### config.mk
export PLATFORM = sky130hd
export DESIGN_NAME = encoder_spi_ctrl
export DESIGN_NICKNAME = d
export VERILOG_FILES = /design/src/rtl/encoder_spi_ctrl.sv
export SDC_FILE = /design/constraint.sdc
export NUM_CORES = 1
export LEC_CHECK = 0
export ABC_AREA = 1
export BUFFER_PORTS_ARGS = -buffer_cell sky130_fd_sc_hd__buf_4
export CAP_MARGIN = 20
export CORE_MARGIN = 10
export CORE_UTILIZATION = 35
export DETAILED_ROUTE_END_ITERATION = 12
export GPL_TIMING_DRIVEN = 1
export PLACE_DENSITY = 0.67
export REMOVE_ABC_BUFFERS = 1
export SETUP_SLACK_MARGIN = 0.05
export SLEW_MARGIN = 15
export SYNTH_ARGS = -nofsm -noshare
export SYNTH_HDL_FRONTEND = slang
export SYNTH_SLANG_ARGS = --single-unit
export TNS_END_PERCENT = 10
### constraint.sdc
create_clock -name clk -period 1.5 [get_ports clk]
set_input_delay 0.15 -clock clk [delete_from_list [all_inputs] [get_ports clk]]
set_output_delay 0.15 -clock clk [all_outputs]
set_load 0.05 [all_outputs]
### src/rtl/encoder_spi_ctrl.sv
// encoder_spi_ctrl: SPI master that reads fixed-length frames from an absolute encoder.
module encoder_spi_ctrl #(
  parameter int CLK_DIV    = 100,
  parameter int FRAME_BITS = 24,
  parameter int GAP_CYCLES = 2000
) (
  input  logic        clk,
  input  logic        rst_n,
  input  logic        enable,
  input  logic        start,
  input  logic        miso,
  output logic        sck,
  output logic        cs_n,
  output logic [23:0] encoder_val_full,
  output logic [18:0] encoder_val,
  output logic        data_valid,
  output logic        busy,
  output logic        missed
);
  localparam int BW = $clog2(FRAME_BITS + 1);
  localparam int GW = $clog2(GAP_CYCLES + 1);

  typedef enum logic [2:0] {IDLE, SETUP, SHIFT, HOLD, GAP} state_t;

  state_t          state_q, state_d;
  logic [9:0]      div_q, div_d;
  logic [BW-1:0]   bit_q, bit_d;
  logic [GW-1:0]   gap_q, gap_d;
  logic [23:0]     shift_q, shift_d, full_q, full_d;
  logic            sck_q, sck_d, cs_n_q, cs_n_d, dv_q, dv_d, missed_q, missed_d;
  logic            div_end;
  logic [9:0]      div_nxt;

  assign div_end = div_q == 10'(CLK_DIV - 1);
  assign div_nxt = div_end ? '0 : div_q + 10'd1;

  always_comb begin
    state_d  = state_q;
    div_d    = div_q;
    bit_d    = bit_q;
    gap_d    = gap_q;
    shift_d  = shift_q;
    full_d   = full_q;
    sck_d    = sck_q;
    cs_n_d   = cs_n_q;
    dv_d     = 1'b0;
    missed_d = missed_q | (start && state_q != IDLE);
    case (state_q)
      IDLE: if (start || enable) begin
        state_d = SETUP;
        cs_n_d  = 1'b0;
        div_d   = '0;
        bit_d   = '0;
      end
      SETUP: begin
        div_d = div_nxt;
        if (div_end) state_d = SHIFT;
      end
      SHIFT: begin
        div_d = div_nxt;
        // sample miso on the same edge that raises sck
        if (div_end) begin
          sck_d = ~sck_q;
          if (!sck_q) begin
            shift_d = {shift_q[22:0], miso};
            bit_d   = bit_q + BW'(1);
          end else if (bit_q == BW'(FRAME_BITS)) begin
            state_d = HOLD;
          end
        end
      end
      HOLD: begin
        div_d = div_nxt;
        if (div_end) begin
          state_d = GAP;
          cs_n_d  = 1'b1;
          dv_d    = 1'b1;
          full_d  = shift_q;
          gap_d   = '0;
        end
      end
      GAP: begin
        gap_d = gap_q + GW'(1);
        if (gap_q == GW'(GAP_CYCLES - 1)) begin
          state_d = IDLE;
          gap_d   = '0;
        end
      end
      default: state_d = IDLE;
    endcase
  end

  always_ff @(posedge clk or negedge rst_n) begin
    if (!rst_n) begin
      state_q  <= IDLE;
      div_q    <= '0;
      bit_q    <= '0;
      gap_q    <= '0;
      shift_q  <= '0;
      full_q   <= '0;
      sck_q    <= 1'b0;
      cs_n_q   <= 1'b1;
      dv_q     <= 1'b0;
      missed_q <= 1'b0;
    end else begin
      state_q  <= state_d;
      div_q    <= div_d;
      bit_q    <= bit_d;
      gap_q    <= gap_d;
      shift_q  <= shift_d;
      full_q   <= full_d;
      sck_q    <= sck_d;
      cs_n_q   <= cs_n_d;
      dv_q     <= dv_d;
      missed_q <= missed_d;
    end
  end

  assign sck              = sck_q;
  assign cs_n             = cs_n_q;
  assign data_valid       = dv_q;
  assign missed           = missed_q;
  assign busy             = state_q != IDLE;
  assign encoder_val_full = full_q;
  assign encoder_val      = full_q[21:3];
endmodule
==> impl_metrics.env, run 1 <==
export IMPL_synth_top_cell_area_share_pct=52.41
export IMPL_clk_pin_slew_ns=0.08
export IMPL_end_kind="flip-flop"
export IMPL_hold_path_class="in2reg"
export IMPL_groute_usage_overall_pct=10.89
export IMPL_grt_pass1_wl_mm=14.57
export IMPL_path_class="reg2reg"
export IMPL_syn_avg_cell_area_um2=8.527
export IMPL_drtIter0Drc=187
export IMPL_cp_arrival_ns=1.86
export IMPL_syn_area_mm2=0.003820
export IMPL_postLayoutCellArea_mm2=0.004913
export IMPL_hold_violations=0
export IMPL_nets=528
export IMPL_critPathMaxStageDelay_ns=0.37
export IMPL_worst_slack_ns=-0.09325
export IMPL_violations="setup timing"
export IMPL_synth_flop_cell="dfrtp_1"
export IMPL_max_cap_violations=0
export IMPL_synth_area_top_cells="dfrtp_1 (52%), nand2_1 (9.8%), o21ai_0 (7.2%)"
export IMPL_reg2reg_slack_ns=-0.09
export IMPL_relSlewSlack_pct=70.01
export IMPL_crit_cells=8
export IMPL_antenna_cells=0
export IMPL_gr_total_overflow=0
export IMPL_yosysSeqAreaShare_pct=53.10
export IMPL_syn2layout_area_growth_pct=28.63
export IMPL_die_x_um=124.5
export IMPL_cp_buffers_inverters=2
export IMPL_fin_crit_sh_pct=106.2
export IMPL_num_vias=3126
export IMPL_synth_common_cells="nand2_1 (100), dfrtp_1 (80), inv_1 (61)"
export IMPL_slew_viol_final=0
export IMPL_rsz0062_at_grt="yes"
export IMPL_worst_setup_path_start_kind="flip-flop"
export IMPL_dp_hpwl_mm=5.872
export IMPL_htree_levels=3
export IMPL_status="complete, but fails checks"
export IMPL_worstSkewPairLatency_ns=0.35
export IMPL_synth_most_common_cell="nand2_1"
export IMPL_place_gp_congestion=0.8385
export IMPL_ys_ff_latch=81
export IMPL_fin_crit_ns=1.593
export IMPL_cp_cell_sequence="ha_2, inv_2, nor2_2, nand3_2, nor2_4, nand3_4, clkbuf_16, o21ai_0"
export IMPL_clock_tree_root_cell="clkbuf_8"
export IMPL_clock_skew_ns=0.01024
export IMPL_die_h_um=124.5
export IMPL_synth_edff_count=0
export IMPL_grt_antenna_before_repair=0
export IMPL_cp_required_ns=1.77
export IMPL_fillers=1037
export IMPL_wl_per_cell_um=12.96
export IMPL_crit_fanout=24
export IMPL_cts_sinks=81
export IMPL_cts_buffer_depth=2
export IMPL_start_util_pct=35.55
export IMPL_io_pins=53
export IMPL_cts_tree="done"
export IMPL_leakage_uw=0.002345
export IMPL_drc=0
export IMPL_core_mm2=0.01075
export IMPL_placed_area_mm2=0.004413
export IMPL_vdd_ir_drop_max_v=0.0005728
export IMPL_cts_buffers=9
export IMPL_drive_gt1_share_pct=31.80
export IMPL_rows=38
export IMPL_synth_distinct_cells=32
export IMPL_yosysWarnings=0
export IMPL_cp_top_family="simple AND/OR/NAND/NOR gates"
export IMPL_setup_tns_ns=-2.360
export IMPL_drtAntennaViolNets=0
export IMPL_worstMarginPinSlew_ns=0.4498
export IMPL_whs_ns=0.05601
export IMPL_p_per_area_mw_per_mm2=1265
export IMPL_drtPass1Iterations=4
export IMPL_holdPathStages=3
export IMPL_async_flop_share_pct=100.0
export IMPL_reg2reg_depth=8
export IMPL_viasPerCell=4.722
export IMPL_grt_max_degree=50
export IMPL_max_freq_mhz=627.7
export IMPL_port_buffers=52
export IMPL_yosys_area_top_type="dfrtp_1"
export IMPL_finalSetupViolCount=62
export IMPL_grt_pass1_vias=3205
export IMPL_syn_inst=448
export IMPL_wl_mm=8.581
export IMPL_die_area_mm2=0.01549
export IMPL_critPathSlowestCell="dfrtp_1"
[cell families (layout without fill, tap and decap cells)]
logic type / count (synthesis) / in the layout / share of synthesized area (%)
compound gates: 80 / 80 / 11.53
xor+xnor: 7 / 7 / 1.605
fa+ha+maj: 4 / 4 / 1.310
buf+inv: 95 / 168 / 11.73
flops: 81 / 81 / 53.10
simple gates: 181 / 182 / 20.73
[metal layers]
layer / track usage [%] / part of all wire [%] / vias up
met2: 18.67 / 51 / 49
met3: 3.191 / 3.5 / 7
met4: 3.496 / 0.98 / 0
met1: 12.73 / 44 / 1514
met5: 0 / 0 / -
li1: - / - / 1556
[cells in the final DEF, fill, tap and decap left out, types with 2 or more instances in the layout]
cell type	netlist	final
nand3_1	26	22
clkinv_2	0	2
inv_1	61	59
nand2_2	2	20
o21ai_2	5	9
nor2_2	6	7
o21ai_0	55	15
nor2_1	25	20
nand3_2	2	5
xor2_1	6	6
buf_4	19	80
buf_12	0	5
nor2_4	1	5
inv_2	5	6
dfrtp_1	80	79
ha_1	4	3
a21oi_1	6	6
clkbuf_8	0	9
o21ai_1	5	41
nor3_1	7	7
nand4_1	11	11
nand2_1	100	78
o22ai_1	4	3
nand2_4	0	4
[sequential cells by signal, summed over array words and instances (netlist names)]
signal            count
bit_q                 5
cs_n                  1
data_valid            1
div_q                10
encoder_val_full     24
gap_q                11
missed                1
sck                   1
shift_q              24
state_q               3
[worst register-to-register path: stages (launching register included)]
cell and delay, ns:
dfrtp_1 0.37, ha_2 0.20, inv_2 0.04, nor2_2 0.11, nand3_2 0.10, nor2_4 0.18
nand3_4 0.13, clkbuf_16 0.22, o21ai_0 0.17
[path summary, 6_finish.rpt]
check,start,end
worst max register to register,div_q[0],shift_q[13]
min in group asynchronous,rst_n,div_q[6]
max in group asynchronous,rst_n,cs_n
worst max-delay path,div_q[0],shift_q[13]
worst min register to register,cs_n,cs_n
worst min-delay path,miso,shift_q[0]
[power breakdown]
group | switching, uW | total [uW] | internal [uW]
Clock | 783 | 1540 | 754
Combinational | 1280 | 2100 | 818
Sequential | 192 | 2580 | 2390
[what timing repair did]
| action | 4_1_cts | 5_1_grt |
|---|---|---|
| buffers inserted | 3 | 4 |
| resized for setup | 48 | 52 |
| hold endpoints to repair | 30 | 0 |
| hold buffers | 1 | 0 |
| setup endpoints to repair | 69 | 81 |
| pin swaps | 5 | 7 |
| gates cloned | 1 | 1 |
[through the flow]
step                utilization [%]  worst slack (ns)  cells  total power, uW
floorplan                         -           -0.3972    419             3656
global placement              41.07          -0.03071    638             4336
CTS                           44.31          -0.06987    657             6058
global route                  45.73           -0.1671    662             6619
detailed placement            41.07           -0.1017    638             4371
finish                        45.73          -0.09325    662             6217
[final cells by class]
| class | instances | area, um^2 | share of cell area, % |
|---|---|---|---|
| clock inverter | 5 | 57.56 | 1.171 |
| inverter | 66 | 250.2 | 5.093 |
| tap | 140 | 175.2 | 3.565 |
| multi-input combinational | 273 | 1530 | 31.14 |
| timing repair buffer | 88 | 747.0 | 15.20 |
| sequential | 81 | 2029 | 41.30 |
| clock buffer | 9 | 123.9 | 2.521 |
Note: power is estimated with default switching activity, not from simulation.
==> run 2, diff against run 1 <==
--- a/config.mk
+++ b/config.mk
@@ -14,7 +14,7 @@
 export GPL_TIMING_DRIVEN = 1
 export PLACE_DENSITY = 0.67
 export REMOVE_ABC_BUFFERS = 1
-export SETUP_SLACK_MARGIN = 0.05
+export SETUP_SLACK_MARGIN = 0.3
 export SLEW_MARGIN = 15
 export SYNTH_ARGS = -nofsm -noshare
 export SYNTH_HDL_FRONTEND = slang
==> constraint.sdc (replaced) <==
create_clock -name clk -period 1.4 [get_ports clk]
set_input_delay 0.14 -clock clk [delete_from_list [all_inputs] [get_ports clk]]
set_output_delay 0.14 -clock clk [all_outputs]
set_load 0.05 [all_outputs]
==> impl_metrics.env, run 2 (synthesis gave the netlist of run 1 again) <==
export IMPL_status="complete, but fails checks"
export IMPL_violations="setup timing"
export IMPL_clk_pin_slew_ns=0.09
export IMPL_cp_cell_sequence="ha_2, inv_2, nor2_2, nand3_2, nor2_4, nand3_2, buf_12, nand2_1, o21ai_0"
export IMPL_die_x_um=124.5
export IMPL_worst_path_most_repeated_cell="nand3_2"
export IMPL_grt_pass1_wl_mm=14.75
export IMPL_fin_crit_ns=1.564
export IMPL_drtAntennaViolNets=0
export IMPL_grt_max_degree=50
export IMPL_p_per_area_mw_per_mm2=1364
export IMPL_place_inst=647
export IMPL_place_gp_congestion=0.8473
export IMPL_drtPass1Iterations=4
export IMPL_clock_skew_ns=0.01531
export IMPL_cp_buffers_inverters=2
export IMPL_cts_buffers=9
export IMPL_layout_common_cells="buf_4 (81), nand2_1 (79), dfrtp_1 (77), inv_1 (59), o21ai_1 (30)"
export IMPL_num_vias=3137
export IMPL_hold_violations=0
export IMPL_clock_tree_root_cell="clkbuf_8"
export IMPL_layout_commonest_cell="buf_4"
export IMPL_reg2reg_slack_ns=-0.16
export IMPL_setup_worst_path_end="shift_q[8]"
export IMPL_critPathMaxStageDelay_ns=0.37
export IMPL_groute_usage_overall_pct=11.12
export IMPL_cp_top_family="simple AND/OR/NAND/NOR gates"
export IMPL_grt_antenna_before_repair=0
export IMPL_dp_hpwl_mm=6.073
export IMPL_grt_pass1_vias=3226
export IMPL_worstSkewPairLatency_ns=0.35
export IMPL_gr_total_overflow=0
export IMPL_worstHoldStart="miso"
export IMPL_rows=38
export IMPL_worst_setup_path_start_kind="flip-flop"
export IMPL_cts_tree="done"
export IMPL_postLayoutCellArea_mm2=0.005010
export IMPL_worst_slack_ns=-0.1636
export IMPL_antenna_cells=0
export IMPL_worstMarginPinSlew_ns=0.4481
export IMPL_whs_ns=0.03586
export IMPL_io_pins=53
export IMPL_slew_viol_final=0
export IMPL_r2r_end="shift_q[8]"
export IMPL_cp_startpoint="div_q[0]"
export IMPL_wl_mm=8.634
export IMPL_die_h_um=124.5
export IMPL_drtIter0Drc=174
export IMPL_fillers=1051
export IMPL_cts_buffer_depth=2
export IMPL_hold_path_class="in2reg"
export IMPL_instances_no_fill=668
export IMPL_end_kind="flip-flop"
export IMPL_rsz0062_at_grt="yes"
export IMPL_port_buffers=52
export IMPL_core_mm2=0.01075
export IMPL_wl_per_cell_um=12.93
export IMPL_nets=533
export IMPL_viasPerCell=4.696
export IMPL_cp_required_ns=1.62
export IMPL_placed_area_mm2=0.004481
export IMPL_cts_sinks=81
export IMPL_finalSetupViolCount=75
export IMPL_cp_arrival_ns=1.78
export IMPL_leakage_uw=0.002391
export IMPL_crit_fanout=49
export IMPL_max_cap_violations=0
export IMPL_vdd_ir_drop_max_v=0.0006188
export IMPL_htree_levels=3
export IMPL_critPathSlowestCell="dfrtp_1"
export IMPL_path_class="reg2reg"
export IMPL_relSlewSlack_pct=70.13
export IMPL_start_util_pct=35.55
export IMPL_worstReg2RegStart="div_q[0]"
export IMPL_drive_gt1_share_pct=33.33
export IMPL_crit_cells=9
export IMPL_drc=0
export IMPL_reg2reg_depth=9
export IMPL_max_freq_mhz=639.6
export IMPL_fin_crit_sh_pct=111.7
export IMPL_syn2layout_area_growth_pct=31.15
export IMPL_die_area_mm2=0.01549
==> run 2: final cells by class <==
cell class	instances	area (um^2)	share of cell area, %
Inverter	66	255.2	5.095
Clock inverter	4	52.55	1.049
Sequential cell	81	2032	40.56
Clock buffer	11	141.4	2.822
Timing Repair Buffer	94	819.5	16.36
Tap cell	140	175.2	3.497
Multi-Input combinational cell	272	1534	30.62
==> run 2: where the power goes <==
part / internal [uW] / switching, uW
clock: 871 / 835
sequential: 2560 / 190
combinational: 963 / 1420
==> run 2: worst min path at each step <==
stage | to | slack [ns] | depth (start not counted)
2_1_floorplan | bit_q[0] | -0.16 | 0
3_3_place_gp | div_q[7] | 0.12 | 1
3_5_place_dp | div_q[7] | 0.12 | 1
4_1_cts | shift_q[0] | 0.02 | 3
5_1_grt | shift_q[0] | 0.02 | 3
6_report | shift_q[0] | 0.04 | 3
==> run 2: routing by layer <==
metal,GRT usage [%],wire length [um],up-vias
li1,-,-,1566
met1,13.12,3907,1507
met2,19.01,4348,54
met3,2.809,264,10
met4,4.044,114,0
met5,0,0,-
==> run 2: metrics by stage <==
step / setup slack [ns] / util (%) / setup TNS (ns) / total power (uW)
after floorplan: -0.4972 / - / -25.26 / 3918
after global placement: -0.08876 / 41.70 / -2.771 / 4802
after detailed placement: -0.1209 / 41.70 / -5.608 / 4878
after CTS: -0.1247 / 44.26 / -5.976 / 6669
after global routing: -0.2719 / 46.62 / -15.65 / 7261
final: -0.1636 / 46.62 / -7.998 / 6834
==> run 2: timing repair <==
action | CTS | global route
setup buffers | 1 | 2
pin swaps | 3 | 8
setup endpoints to repair | 125 | 126
gates cloned | 0 | 2
hold buffers | 1 | 0
endpoints found under the hold margin | 29 | 0
gates resized for setup | 20 | 89
==> run 2: worst register-to-register path, stage by stage, from the launching register on <==
cell,delay (ns)
dfrtp_1,0.37
ha_2,0.19
inv_2,0.04
nor2_2,0.08
nand3_2,0.09
nor2_4,0.18
nand3_2,0.11
buf_12,0.19
nand2_1,0.10
o21ai_0,0.08
==> run 3, diff against run 2 <==
--- a/config.mk
+++ b/config.mk
@@ -13,6 +13,7 @@
 export DETAILED_ROUTE_END_ITERATION = 12
 export GPL_TIMING_DRIVEN = 1
 export PLACE_DENSITY = 0.67
+export RECOVER_POWER = 100
 export REMOVE_ABC_BUFFERS = 1
 export SETUP_SLACK_MARGIN = 0.3
 export SLEW_MARGIN = 15
==> impl_metrics.env, run 3 (synthesis gave the netlist of run 1 again) <==
export IMPL_groute_usage_overall_pct=11.12
export IMPL_reg2reg_slack_ns=-0.16
export IMPL_grt_antenna_before_repair=0
export IMPL_fillers=1088
export IMPL_crit_fanout=49
export IMPL_port_buffers=52
export IMPL_worst_slack_ns=-0.1639
export IMPL_slew_viol_final=0
export IMPL_reg2reg_depth=9
export IMPL_start_util_pct=35.55
export IMPL_hold_violations=0
export IMPL_worstReg2RegStart="div_q[0]"
export IMPL_holdPathStages=3
export IMPL_nets=533
export IMPL_core_mm2=0.01075
export IMPL_rows=38
export IMPL_worst_setup_path_start_kind="flip-flop"
export IMPL_cts_buffers=9
export IMPL_worstSkewPairLatency_ns=0.36
export IMPL_regArea_mm2=0.002028
export IMPL_viasPerCell=4.678
export IMPL_cts_sinks=81
export IMPL_worstMarginPinSlew_ns=0.8425
export IMPL_postLayoutCellArea_mm2=0.004853
export IMPL_drive_gt1_share_pct=32.58
export IMPL_clock_tree_root_cell="clkbuf_8"
export IMPL_htree_levels=3
export IMPL_clock_skew_ns=0.01545
export IMPL_gr_total_overflow=0
export IMPL_p_per_area_mw_per_mm2=1401
export IMPL_max_cap_violations=0
export IMPL_grt_pass1_wl_mm=14.75
export IMPL_worstHoldStart="miso"
export IMPL_hold_path_class="in2reg"
export IMPL_instances_no_fill=668
export IMPL_vdd_ir_drop_max_v=0.0006146
export IMPL_antenna_cells=0
export IMPL_layout_common_cells="nand2_1 (80), dfrtp_1 (80), inv_1 (59), clkbuf_2 (49), buf_4 (36)"
export IMPL_clk_pin_slew_ns=0.09
export IMPL_r2r_end="shift_q[8]"
export IMPL_num_vias=3125
export IMPL_cts_tree="done"
export IMPL_cp_arrival_ns=1.78
export IMPL_place_gp_congestion=0.8473
export IMPL_finalSetupViolCount=75
export IMPL_io_pins=53
export IMPL_relSlewSlack_pct=43.83
export IMPL_place_inst=647
export IMPL_max_freq_mhz=639.4
export IMPL_drtPass1Iterations=4
export IMPL_wl_per_cell_um=12.86
export IMPL_fin_crit_sh_pct=111.7
export IMPL_syn2layout_area_growth_pct=27.06
export IMPL_placed_area_mm2=0.004481
export IMPL_grt_max_degree=50
export IMPL_leakage_uw=0.002348
export IMPL_end_kind="flip-flop"
export IMPL_status="complete, but fails checks"
export IMPL_grt_pass1_vias=3226
export IMPL_pre_cts_slack_ns=-0.1209
export IMPL_holdPathEnd="shift_q[0]"
export IMPL_drtIter0Drc=180
export IMPL_die_area_mm2=0.01549
export IMPL_cp_required_ns=1.62
export IMPL_drc=0
export IMPL_fin_crit_ns=1.564
export IMPL_wl_mm=8.589
export IMPL_violations="setup timing"
export IMPL_dp_hpwl_mm=6.073
export IMPL_path_class="reg2reg"
export IMPL_drtAntennaViolNets=0
export IMPL_setup_tns_ns=-8.007
export IMPL_die_h_um=124.5
export IMPL_multi_input_area_mm2=0.001531
export IMPL_rsz0062_at_grt="yes"
export IMPL_die_x_um=124.5
export IMPL_cts_buffer_depth=2
## run 3: cell types whose count changed in the layout (fill, tap and decap cells not counted)
cell,previous run,this run
buf_8,1,0
buf_12,4,3
nand2_2,15,14
buf_4,81,36
clkbuf_2,0,49
buf_6,5,3
nand2_1,79,80
dfrtp_1,77,80
dfrtp_2,3,0
## run 3: worst max path at each step
stage | from | endpoint | depth (start not counted)
final | div_q[0] | shift_q[8] | 9
after global routing | div_q[0] | state_q[1] | 10
after CTS | div_q[0] | shift_q[8] | 9
after detailed placement | div_q[1] | encoder_val_full[17] | 9
after global placement | state_q[0] | div_q[5] | 7
after floorplan | div_q[0] | shift_q[0] | 8
## run 3: cell type report
type                    count  area share (%)
multi-input cells         272           31.55
well taps                 140           3.609
clock inverters             4           1.083
inverters                  66           5.259
clock buffers              11           2.913
repair buffers             94           13.79
flip-flops and latches     81           41.79
## run 3: power by group
group | internal, uW | switching, uW | leakage [uW] | total (uW)
clock | 871 | 836 | 0.0000998 | 1710
sequential | 2550 | 188 | 0.00110 | 2740
combinational | 946 | 1400 | 0.00115 | 2350
## run 3: timing repair
action	CTS	global route
endpoints found under the setup margin	125	126
gates resized for setup	20	89
hold buffers	1	0
gates cloned	0	2
pin swaps	3	8
setup buffers	1	2
hold endpoints to repair	29	0
## run 3: stage by stage
| step | hold slack [ns] | power [uW] | utilization, % |
|---|---|---|---|
| final | 0.03419 | 6798 | 45.17 |
| after global routing | 0.02275 | 7233 | 45.17 |
| after CTS | 0.01976 | 6669 | 44.26 |
| after detailed placement | 0.1236 | 4878 | 41.70 |
| after global placement | 0.1227 | 4802 | 41.70 |
| after floorplan | -0.1556 | 3918 | - |
## run 3: routing by layer
metal | track usage, % | share of wire (%)
met1 | 13.12 | 45
met2 | 19.01 | 50
met3 | 2.809 | 3.0
met4 | 4.044 | 1.3
met5 | 0 | 0
## run 3: critical path, stage by stage, from the launching register on
cell	delay (ns)
dfrtp_1	0.37
ha_2	0.19
inv_2	0.04
nor2_2	0.08
nand3_2	0.09
nor2_4	0.18
nand3_2	0.11
buf_12	0.19
nand2_1	0.07
o21ai_0	0.08
